### src/rtl/fpu_divsqrt_sched_if.sv
// Handshake bundle between the FPU lane issue ports, the div/sqrt scheduler and the shared unit.
// master: lane/issue side driving requests; slave: the scheduler.
interface fpu_divsqrt_sched_if;
    logic        flush;
    logic [2:0]  req_en;
    logic [41:0] req_tag;
    logic [2:0]  req_sqrt;
    logic [2:0]  req_dbl;
    logic [2:0]  req_rdy;
    logic        du_start;
    logic        du_abort;
    logic [1:0]  du_lane;
    logic        du_sqrt;
    logic        du_dbl;
    logic [13:0] ret;
    logic        ret_en;
    logic [1:0]  ret_lane;

    modport master (
        output flush, req_en, req_tag, req_sqrt, req_dbl,
        input  req_rdy, du_start, du_abort, du_lane, du_sqrt, du_dbl, ret, ret_en, ret_lane
    );

    modport slave (
        input  flush, req_en, req_tag, req_sqrt, req_dbl,
        output req_rdy, du_start, du_abort, du_lane, du_sqrt, du_dbl, ret, ret_en, ret_lane
    );
endinterface

### src/rtl/fpu_divsqrt_sched.sv
// Round-robin scheduler sharing one iterative FP div/sqrt unit among three FPU lanes.
// Optional macro FPU_DIVSQRT_B2B_EN: drop the GAP bubble and grant back-to-back on completion.
module fpu_divsqrt_sched #(
    parameter int unsigned LAT_DIV_S  = 12,
    parameter int unsigned LAT_DIV_D  = 20,
    parameter int unsigned LAT_SQRT_S = 14,
    parameter int unsigned LAT_SQRT_D = 24
) (
    input  logic               i_clk,
    input  logic               i_rst_n,
    fpu_divsqrt_sched_if.slave io_bus
);

    typedef enum logic [1:0] {StIdle, StRun, StGap} state_e;

    state_e      r_state;
    logic [2:0]  r_hold_v;
    logic [2:0]  r_hold_sqrt;
    logic [2:0]  r_hold_dbl;
    logic [13:0] r_hold_tag [3];
    logic [1:0]  r_rr_ptr;
    logic [1:0]  r_lane;
    logic [4:0]  r_cnt;
    logic        r_sqrt;
    logic        r_dbl;
    logic [13:0] r_tag;

    logic        w_done;
    logic        w_can_grant;
    logic        w_grant;
    logic        w_ret_en;
    logic        w_run;
    logic        w_win_v;
    logic [1:0]  w_base;
    logic [1:0]  w_win_lane;

    function automatic logic [1:0] lane_add(input logic [1:0] a, input logic [1:0] b);
        logic [2:0] s;
        s = {1'b0, a} + {1'b0, b};
        return (s >= 3'd3) ? 2'(s - 3'd3) : s[1:0];
    endfunction

    function automatic logic [4:0] lat_m1(input logic sqrt, input logic dbl);
        int unsigned l;
        case ({sqrt, dbl})
            2'b00:   l = LAT_DIV_S;
            2'b01:   l = LAT_DIV_D;
            2'b10:   l = LAT_SQRT_S;
            default: l = LAT_SQRT_D;
        endcase
        return 5'(l - 1);
    endfunction

    assign w_done = (r_state == StRun) && (r_cnt == 5'd0);
    assign w_run  = i_rst_n && (r_state == StRun);

`ifdef FPU_DIVSQRT_B2B_EN
    // On completion the scan starts after the retiring lane, ahead of the pointer update.
    assign w_can_grant = (r_state == StIdle) || w_done;
    assign w_base      = w_done ? lane_add(r_lane, 2'd1) : r_rr_ptr;
`else
    assign w_can_grant = (r_state == StIdle);
    assign w_base      = r_rr_ptr;
`endif

    always_comb begin
        w_win_v    = 1'b0;
        w_win_lane = 2'd0;
        for (int k = 0; k < 3; k++) begin
            if (!w_win_v && r_hold_v[lane_add(w_base, 2'(k))]) begin
                w_win_v    = 1'b1;
                w_win_lane = lane_add(w_base, 2'(k));
            end
        end
    end

    assign w_grant  = i_rst_n && !io_bus.flush && w_can_grant && w_win_v;
    assign w_ret_en = i_rst_n && !io_bus.flush && w_done;

    assign io_bus.req_rdy  = ~r_hold_v;
    assign io_bus.du_start = w_grant;
    assign io_bus.du_abort = i_rst_n && io_bus.flush && (r_state == StRun);
    assign io_bus.du_lane  = w_grant ? w_win_lane : (w_run ? r_lane : 2'd0);
    assign io_bus.du_sqrt  = w_grant ? r_hold_sqrt[w_win_lane] : (w_run && r_sqrt);
    assign io_bus.du_dbl   = w_grant ? r_hold_dbl[w_win_lane] : (w_run && r_dbl);
    assign io_bus.ret_en   = w_ret_en;
    assign io_bus.ret      = w_ret_en ? r_tag : 14'd0;
    assign io_bus.ret_lane = w_ret_en ? r_lane : 2'd0;

    always_ff @(posedge i_clk) begin
        if (!i_rst_n) begin
            r_state     <= StIdle;
            r_hold_v    <= '0;
            r_hold_sqrt <= '0;
            r_hold_dbl  <= '0;
            for (int i = 0; i < 3; i++) begin
                r_hold_tag[i] <= '0;
            end
            r_rr_ptr    <= '0;
            r_lane      <= '0;
            r_cnt       <= '0;
            r_sqrt      <= 1'b0;
            r_dbl       <= 1'b0;
            r_tag       <= '0;
        end else if (io_bus.flush) begin
            r_state  <= StIdle;
            r_hold_v <= '0;
            r_cnt    <= '0;
        end else begin
            for (int i = 0; i < 3; i++) begin
                if (w_grant && (w_win_lane == 2'(i))) begin
                    r_hold_v[i] <= 1'b0;
                end else if (io_bus.req_en[i] && !r_hold_v[i]) begin
                    r_hold_v[i]    <= 1'b1;
                    r_hold_tag[i]  <= io_bus.req_tag[14*i +: 14];
                    r_hold_sqrt[i] <= io_bus.req_sqrt[i];
                    r_hold_dbl[i]  <= io_bus.req_dbl[i];
                end
            end
            if (w_done) begin
                r_rr_ptr <= lane_add(r_lane, 2'd1);
            end
            if (w_grant) begin
                r_state <= StRun;
                r_lane  <= w_win_lane;
                r_sqrt  <= r_hold_sqrt[w_win_lane];
                r_dbl   <= r_hold_dbl[w_win_lane];
                r_tag   <= r_hold_tag[w_win_lane];
                r_cnt   <= lat_m1(r_hold_sqrt[w_win_lane], r_hold_dbl[w_win_lane]);
            end else begin
                case (r_state)
                    StRun: begin
                        if (w_done) begin
`ifdef FPU_DIVSQRT_B2B_EN
                            r_state <= StIdle;
`else
                            r_state <= StGap;
`endif
                        end else begin
                            r_cnt <= r_cnt - 5'd1;
                        end
                    end
                    StGap:   r_state <= StIdle;
                    default: ;
                endcase
            end
        end
    end

endmodule

### src/flat_wrapper.sv
// flat-port wrapper written by rule: the top's interface ports become plain ports
module fpu_divsqrt_sched_flat 
#(
    parameter int unsigned LAT_DIV_S  = 12,
    parameter int unsigned LAT_DIV_D  = 20,
    parameter int unsigned LAT_SQRT_S = 14,
    parameter int unsigned LAT_SQRT_D = 24
)
  (i_clk, i_rst_n, io_bus_flush, io_bus_req_en, io_bus_req_tag, io_bus_req_sqrt, io_bus_req_dbl, io_bus_req_rdy, io_bus_du_start, io_bus_du_abort, io_bus_du_lane, io_bus_du_sqrt, io_bus_du_dbl, io_bus_ret, io_bus_ret_en, io_bus_ret_lane);
  fpu_divsqrt_sched_if io_bus_i ();
  input  logic i_clk;
  input  logic i_rst_n;
  input wire logic [$bits(io_bus_i.flush)-1:0] io_bus_flush;
  input wire logic [$bits(io_bus_i.req_en)-1:0] io_bus_req_en;
  input wire logic [$bits(io_bus_i.req_tag)-1:0] io_bus_req_tag;
  input wire logic [$bits(io_bus_i.req_sqrt)-1:0] io_bus_req_sqrt;
  input wire logic [$bits(io_bus_i.req_dbl)-1:0] io_bus_req_dbl;
  output wire logic [$bits(io_bus_i.req_rdy)-1:0] io_bus_req_rdy;
  output wire logic [$bits(io_bus_i.du_start)-1:0] io_bus_du_start;
  output wire logic [$bits(io_bus_i.du_abort)-1:0] io_bus_du_abort;
  output wire logic [$bits(io_bus_i.du_lane)-1:0] io_bus_du_lane;
  output wire logic [$bits(io_bus_i.du_sqrt)-1:0] io_bus_du_sqrt;
  output wire logic [$bits(io_bus_i.du_dbl)-1:0] io_bus_du_dbl;
  output wire logic [$bits(io_bus_i.ret)-1:0] io_bus_ret;
  output wire logic [$bits(io_bus_i.ret_en)-1:0] io_bus_ret_en;
  output wire logic [$bits(io_bus_i.ret_lane)-1:0] io_bus_ret_lane;
  assign io_bus_i.flush = io_bus_flush;
  assign io_bus_i.req_en = io_bus_req_en;
  assign io_bus_i.req_tag = io_bus_req_tag;
  assign io_bus_i.req_sqrt = io_bus_req_sqrt;
  assign io_bus_i.req_dbl = io_bus_req_dbl;
  assign io_bus_req_rdy = io_bus_i.req_rdy;
  assign io_bus_du_start = io_bus_i.du_start;
  assign io_bus_du_abort = io_bus_i.du_abort;
  assign io_bus_du_lane = io_bus_i.du_lane;
  assign io_bus_du_sqrt = io_bus_i.du_sqrt;
  assign io_bus_du_dbl = io_bus_i.du_dbl;
  assign io_bus_ret = io_bus_i.ret;
  assign io_bus_ret_en = io_bus_i.ret_en;
  assign io_bus_ret_lane = io_bus_i.ret_lane;
  fpu_divsqrt_sched #(.LAT_DIV_S(LAT_DIV_S), .LAT_DIV_D(LAT_DIV_D), .LAT_SQRT_S(LAT_SQRT_S), .LAT_SQRT_D(LAT_SQRT_D)) u_core (.i_clk(i_clk), .i_rst_n(i_rst_n), .io_bus(io_bus_i));
endmodule
### config.mk
export PLATFORM = sky130hd
export DESIGN_NAME = fpu_divsqrt_sched_flat
export DESIGN_NICKNAME = d
export VERILOG_FILES = /design/src/rtl/fpu_divsqrt_sched_if.sv /design/src/rtl/fpu_divsqrt_sched.sv /design/src/flat_wrapper.sv
export SDC_FILE = /design/constraint.sdc
export NUM_CORES = 1
export LEC_CHECK = 0
export CAP_MARGIN = 20
export CORE_MARGIN = 5
export CORE_UTILIZATION = 47
export DETAILED_ROUTE_END_ITERATION = 10
export PLACE_DENSITY = 0.74
export SYNTH_ARGS = -nofsm -noshare
export SYNTH_HDL_FRONTEND = slang
export SYNTH_SLANG_ARGS = --single-unit
### constraint.sdc
create_clock -name i_clk -period 3.88 [get_ports i_clk]
set_input_delay 0.388 -clock i_clk [delete_from_list [all_inputs] [get_ports i_clk]]
set_output_delay 0.388 -clock i_clk [all_outputs]
set_load 0.02 [all_outputs]
### Word level (Yosys, flattened, before mapping)

Memory sizes are Yosys's and may differ from the RTL's. A register that Yosys moved wholly into a read port is not among the register bits.
Index checks and enable logic that the tools add are counted.

* $mul: 0
* mux-type cells: 55
* equality and inequality tests: 9
* divide/modulo/power cells: 0
* reduce and logical (&&, ||, !) cells: 45
* order comparisons: 8
* bitwise operators: 9
* shift operators: 0
* add/subtract/negate cells: 9

Operator list (count)
* 14-bit two-way mux: 4
* 5-bit two-way mux: 6
* 1-bit two-way mux: 27
* 2-bit two-way mux: 11
* 1-bit logical AND: 18
* 5-bit case mux with 3 select lines: 1
* 2-bit by 3-bit less-than comparator with 1-bit output (second input constant): 4
* 3-bit OR reduction: 4
* 1-bit binary-select mux with 2-bit select: 5
* 2-bit AND reduction: 5
* 5-bit by 1-bit subtractor with 5-bit output (second input constant): 2
* 3-bit by 2-bit greater-or-equal comparator with 1-bit output (second input constant): 3
* 3-bit AND reduction: 3
* 2-bit subtractor (second input constant): 4
* 1-bit logical NOT: 7
* 2-bit by 1-bit adder with 3-bit output (second input constant): 2
* 2-bit by 1-bit equality test with 1-bit output (second input constant): 3
* 2-bit equality test (second input constant): 3
* 2-bit logical NOT: 3
* 5-bit logical NOT: 1
* 1-bit inverter: 5
* 2-bit case mux with 2 select lines: 1
* 2-bit nonzero test: 2
* 2-bit by 2-bit adder with 3-bit output (second input constant): 1
* 8 further kinds: 10

* bits in latches: 0
* bits in registers: 22
* ROM bits: 0
* logic and storage cells: 152
* output and inout bits: 26
* memories: 1
* input bits: 54
* RAM bits: 42

Memory list
* u_core.r_hold_tag: depth 3, bits a word 14, read ports 1, clocked after memory_dff 1, write ports 3, line fpu_divsqrt_sched.sv:20 `logic [13:0] r_hold_tag [3];`

### Depth between registers and ports, before layout

* word-level depth: 20
* mapped depth: 17
* depth with buffers taken out: 14

### Least setup slack after synthesis

No wires, ideal clock.

* kind: register to register
* from: register u_core.r_rr_ptr[1]
* to: register u_core.r_cnt[4]
* data arrival time: 2.908 ns
* cell stages (with the launch flop): 17
* library setup time: 0.123 ns
* period minus slack after synthesis: 3.031 ns
* required time: 3.757 ns
* path buffers: 2
* path slack: 0.849 ns
* cells stage by stage: dfxtp_1 inv_1 ha_1 mux2_4 mux2_4 o41ai_4 or2_1 buf_4 inv_2 buf_6 nor2_1 a211o_1 ha_1 inv_1 nor4_1 xnor2_1 o21ai_0

* elaborated cells between the ends (all ways): 44
* those cells by class: 6 x add/sub; 3 x order compare; 3 x eq/ne; 24 x mux; 8 x reduce/logical

RTL lines
* start, declared: line fpu_divsqrt_sched.sv:21 `logic [1:0] r_rr_ptr;`
* start signal, assigned: line fpu_divsqrt_sched.sv:121 `r_rr_ptr <= lane_add(r_lane, 2'd1);`
* branches (longest 10 deep; another with 2-bit by 1-bit adder with 3-bit output)
* 1-bit two-way mux *: line fpu_divsqrt_sched.sv:70 `if (!w_win_v && r_hold_v[lane_add(w_base, 2'(k))]) begin`
* 1-bit logical AND *: line fpu_divsqrt_sched.sv:77 `assign w_grant = i_rst_n && !io_bus.flush && w_can_grant && w_win_v;`
* net io_bus_du_start: line flat_wrapper.sv:19 `output wire logic [$bits(io_bus_i.du_start)-1:0] io_bus_du_start;`
* 2-bit inequality test (no source line) / 2-bit nonzero test (equally long branches)
* 2-bit AND reduction (no source line)
* end signal, assigned: line fpu_divsqrt_sched.sv:129 `r_cnt <= lat_m1(r_hold_sqrt[w_win_lane], r_hold_dbl[w_win_lane]);`
* end signal, assigned: line fpu_divsqrt_sched.sv:140 `r_cnt <= r_cnt - 5'd1;`
* end, declared: line fpu_divsqrt_sched.sv:23 `logic [4:0] r_cnt;`

Mark *: on every way through the listed nets, which the timed path passes. The select of a mux whose other input is x is not followed.
A chain may end at the register's enable or synchronous reset.

### Final worst setup path

* from: register u_core.r_rr_ptr[1]
* to: output port io_bus_du_lane[0]

* longest elaborated chain between the ends: 13
* elaborated cells between the ends (all ways): 29
* those cells by class: 5 x add/sub; 3 x order compare; 16 x mux; 5 x reduce/logical

Ends and longest elaborated chain
* branches (longest 12 deep; another with 2-bit by 1-bit adder with 3-bit output)
* 2-bit two-way mux *: line fpu_divsqrt_sched.sv:83 `assign io_bus.du_lane = w_grant ? w_win_lane : (w_run ? r_lane : 2'd0);`
* end, declared: line flat_wrapper.sv:21 `output wire logic [$bits(io_bus_i.du_lane)-1:0] io_bus_du_lane;`

Every way passes the cells marked *. The select of a mux whose other input is x is not followed.

==> run_results.csv <==
group,metric,value,unit
timing,holdWs,0.454,ns
global_route,antenna_found_initial,0,
clock_network,cts_root_buffer,"clkbuf_8",
routing,route.detailed.drc,0,
routing,detail_route.wl_per_cell,15.8,um
timing,rsz0062_at_grt,"no",
place,port_buffers,79,
logic_synthesis,ys_seq_area_share,49.6,%
power_and_ir_drop,ir_worst_vdd,232,uV
layout,nets,545,
timing,max_freq,270,MHz
logic_synthesis,syn_area,0.00400,mm2
critical_path,timing.critical_path.required,3.49,ns
critical_path,start_kind,"flop",
layout,drive_above_1_share,9.03,%
clock_network,clock-sinks,78,
clock_network,clockBufferDepth,2,
clock_network,clkTransAtPathRegs,0.08,ns
critical_path,rrSetupSlack,0.59,ns
timing,timing.final.crit_share,95.4,%
logic_synthesis,synth_nets,471,
logic_synthesis,ys.flop_type,"edfxtp_1",
worst_hold_path,hp-class,"flop to flop",
critical_path,cp_max_fo,21,
logic_synthesis,synth_warnings,0,
routing,vias_per_cell,5.35,
job,maxCapViolCount,0,
floorplan,ios,80,
logic_synthesis,syn_inst,408,
critical_path,path_class,"flop to output pin",
place,place.gp.congestion,0.924,
power_and_ir_drop,powerDensity,363,mW/mm2
layout,syn2layout_area_growth,26.4,%
global_route,grt_max_degree,43,
logic_synthesis,ys_types,51,
critical_path,arrival,3.31,ns
power_and_ir_drop,total_power,1830,uW
floorplan,die_h,102,um
timing,finalCriticalPeriod,3.70,ns
logic_synthesis,synth-edff-count,42,
routing,wl,9350,um
floorplan,die_area,0.0104,mm2
floorplan,initial_core_util,48.4,%
floorplan,core_area,0.00826,mm2
global_route,grt_pass1_wl,15400,um
critical_path,cp-end-kind,"output pin",
clock_network,clk_latency,0.35,ns
logic_synthesis,ys_seq_elements,78,
timing,worstMarginPinSlew,0.720,ns
layout,diodes,0,
routing,ant_nets,0,
global_route,overflow,0,
global_route,grt.total_usage,18.9,%
routing,vias,3169,
power_and_ir_drop,p_leak,0.00190,uW
clock_network,cts-hold-fix-buffers,0,
clock_network,cts_tree,"yes",
place,dp.cells,576,
status,status,"finished clean",
timing,timing.final.setup_violations,0,
global_route,grt_pass1_vias,3249,
routing,firstDrtPassIters,5,
logic_synthesis,synthArstFlopShare,0,%
layout,final_area,0.00505,mm2
place,place_hpwl,6870,um
floorplan,num_rows,33,
place,place_area,0.00483,mm2
timing,slew_headroom,52.0,%
clock_network,cts_resized,0,
timing,hold_viol,0,
routing,drt_iter0_markers,131,
clock_network,cts_setup_buffers,0,
floorplan,die_x,102,um
clock_network,htree_levels,3,
timing,fin_skew,0.00791,ns
timing,slew_viol_final,0,
timing,setup_tns,0,ns
clock_network,cts_buffers,9,
logic_synthesis,avgSynthCellArea,9.79,um2
layout,final_cells,592,
## per-stage QoR
step           utilization, %  setup slack, ns
2_1_floorplan               -            0.849
3_3_place_gp             58.5            0.506
3_5_place_dp             58.5            0.426
4_1_cts                  60.9           0.0500
5_1_grt                  61.2           0.0280
6_report                 61.2            0.179
## worst max-delay path, cell delays in order (launching register included)
cell             delay, ns
dfxtp_1               0.34
inv_1                 0.09
ha_2                  0.26
mux2_4                0.33
mux2_4                0.31
o41ai_4               0.35
or2_1                 0.17
buf_4                 0.25
nand2_1               0.11
o21ai_1               0.12
clkdlybuf4s50_1       0.61
## layout make-up
cell class	instances	area, um2
Multi-Input combinational cell	290	1800
Fill cell	705	3210
Clock inverter	6	71.3
Timing Repair Buffer	92	893
Inverter	11	41.3
Tap cell	105	131
Sequential cell	78	1980
Clock buffer	10	128
## path summary, 6_finish.rpt
check	start	to	cells past startpoint
hold / removal	u_core.r_tag[12]	u_core.r_tag[12]	2
hold reg to reg	u_core.r_tag[12]	u_core.r_tag[12]	2
setup / recovery	u_core.r_rr_ptr[1]	io_bus_du_lane[0]	10
setup reg to reg	u_core.r_rr_ptr[1]	u_core.r_cnt[4]	14
## layout by cell type, fill, tap and decap left out, types with 13 or more instances in the layout
cell,Yosys,routed
buf_4,5,13
o21ai_0,17,14
a21oi_1,30,30
edfxtp_1,42,42
nand3_1,17,17
clkdlybuf4s50_1,0,77
nor2_1,32,32
a311o_1,14,14
and2_1,59,59
dfxtp_1,36,36
nand2_1,49,49
## per-layer routing
| layer | up-vias | GRT usage, % | wire [um] |
|---|---|---|---|
| met5 | - | 0 | 0 |
| met3 | 17 | 4.23 | 548 |
| li1 | 1584 | - | - |
| met1 | 1458 | 24.6 | 4040 |
| met4 | 0 | 5.75 | 178 |
| met2 | 110 | 31.6 | 4590 |
## Yosys cell counts, types with 2 or more instances
| master | instances | share of area [%] |
|---|---|---|
| and3_1 | 2 | 0.31 |
| or2_2 | 2 | 0.31 |
| buf_6 | 6 | 1.7 |
| buf_2 | 8 | 1.0 |
| nor2b_1 | 4 | 0.63 |
| nor3_1 | 4 | 0.50 |
| a211o_1 | 2 | 0.44 |
| a311o_1 | 14 | 3.5 |
| mux2_4 | 2 | 0.75 |
| inv_1 | 9 | 0.85 |
| nand3b_1 | 3 | 0.56 |
| inv_2 | 2 | 0.19 |
| o41ai_1 | 2 | 0.44 |
| a21oi_1 | 30 | 3.8 |
| nor2_1 | 32 | 3.0 |
| clkbuf_1 | 8 | 0.75 |
| mux2i_1 | 9 | 2.3 |
| nand3_1 | 17 | 2.1 |
| edfxtp_1 | 42 | 32 |
| nand4b_1 | 2 | 0.44 |
| nor3b_1 | 2 | 0.38 |
| dfxtp_1 | 36 | 18 |
| buf_4 | 5 | 0.94 |
| buf_1 | 2 | 0.19 |
| nand2_1 | 49 | 4.6 |
| o21ai_1 | 4 | 0.50 |
| o221a_2 | 2 | 0.56 |
| a31oi_1 | 3 | 0.47 |
| ha_1 | 9 | 2.8 |
| and2_1 | 59 | 9.2 |
| o21ai_0 | 17 | 2.1 |
## kinds of logic after synthesis
kind of cell    after synthesis  share of synthesized area, %
buf+inv                      40                          5.60
simple gates                182                          23.1
mux                          11                          3.01
fa+ha+maj                     9                          2.82
flops                        78                          49.6
compound gates               86                          15.4
xor+xnor                      2                         0.438
## power by group
group | internal [uW] | leakage, uW | switching, uW
Combinational | 129 | 0.00107 | 147
Clock | 302 | 0.0000931 | 312
Sequential | 922 | 0.000738 | 23.1
## flip-flops by register name (all words and copies together), names as in the netlist
register            flops
u_core.r_hold_sqrt      3
u_core.r_hold_tag      42
u_core.r_hold_dbl       3
u_core.r_sqrt           1
u_core.r_tag           14
u_core.r_cnt            5
u_core.r_state          2
u_core.r_hold_v         3
u_core.r_rr_ptr         2
u_core.r_lane           2
u_core.r_dbl            1
Note: power is estimated with default switching activity, not from simulation.
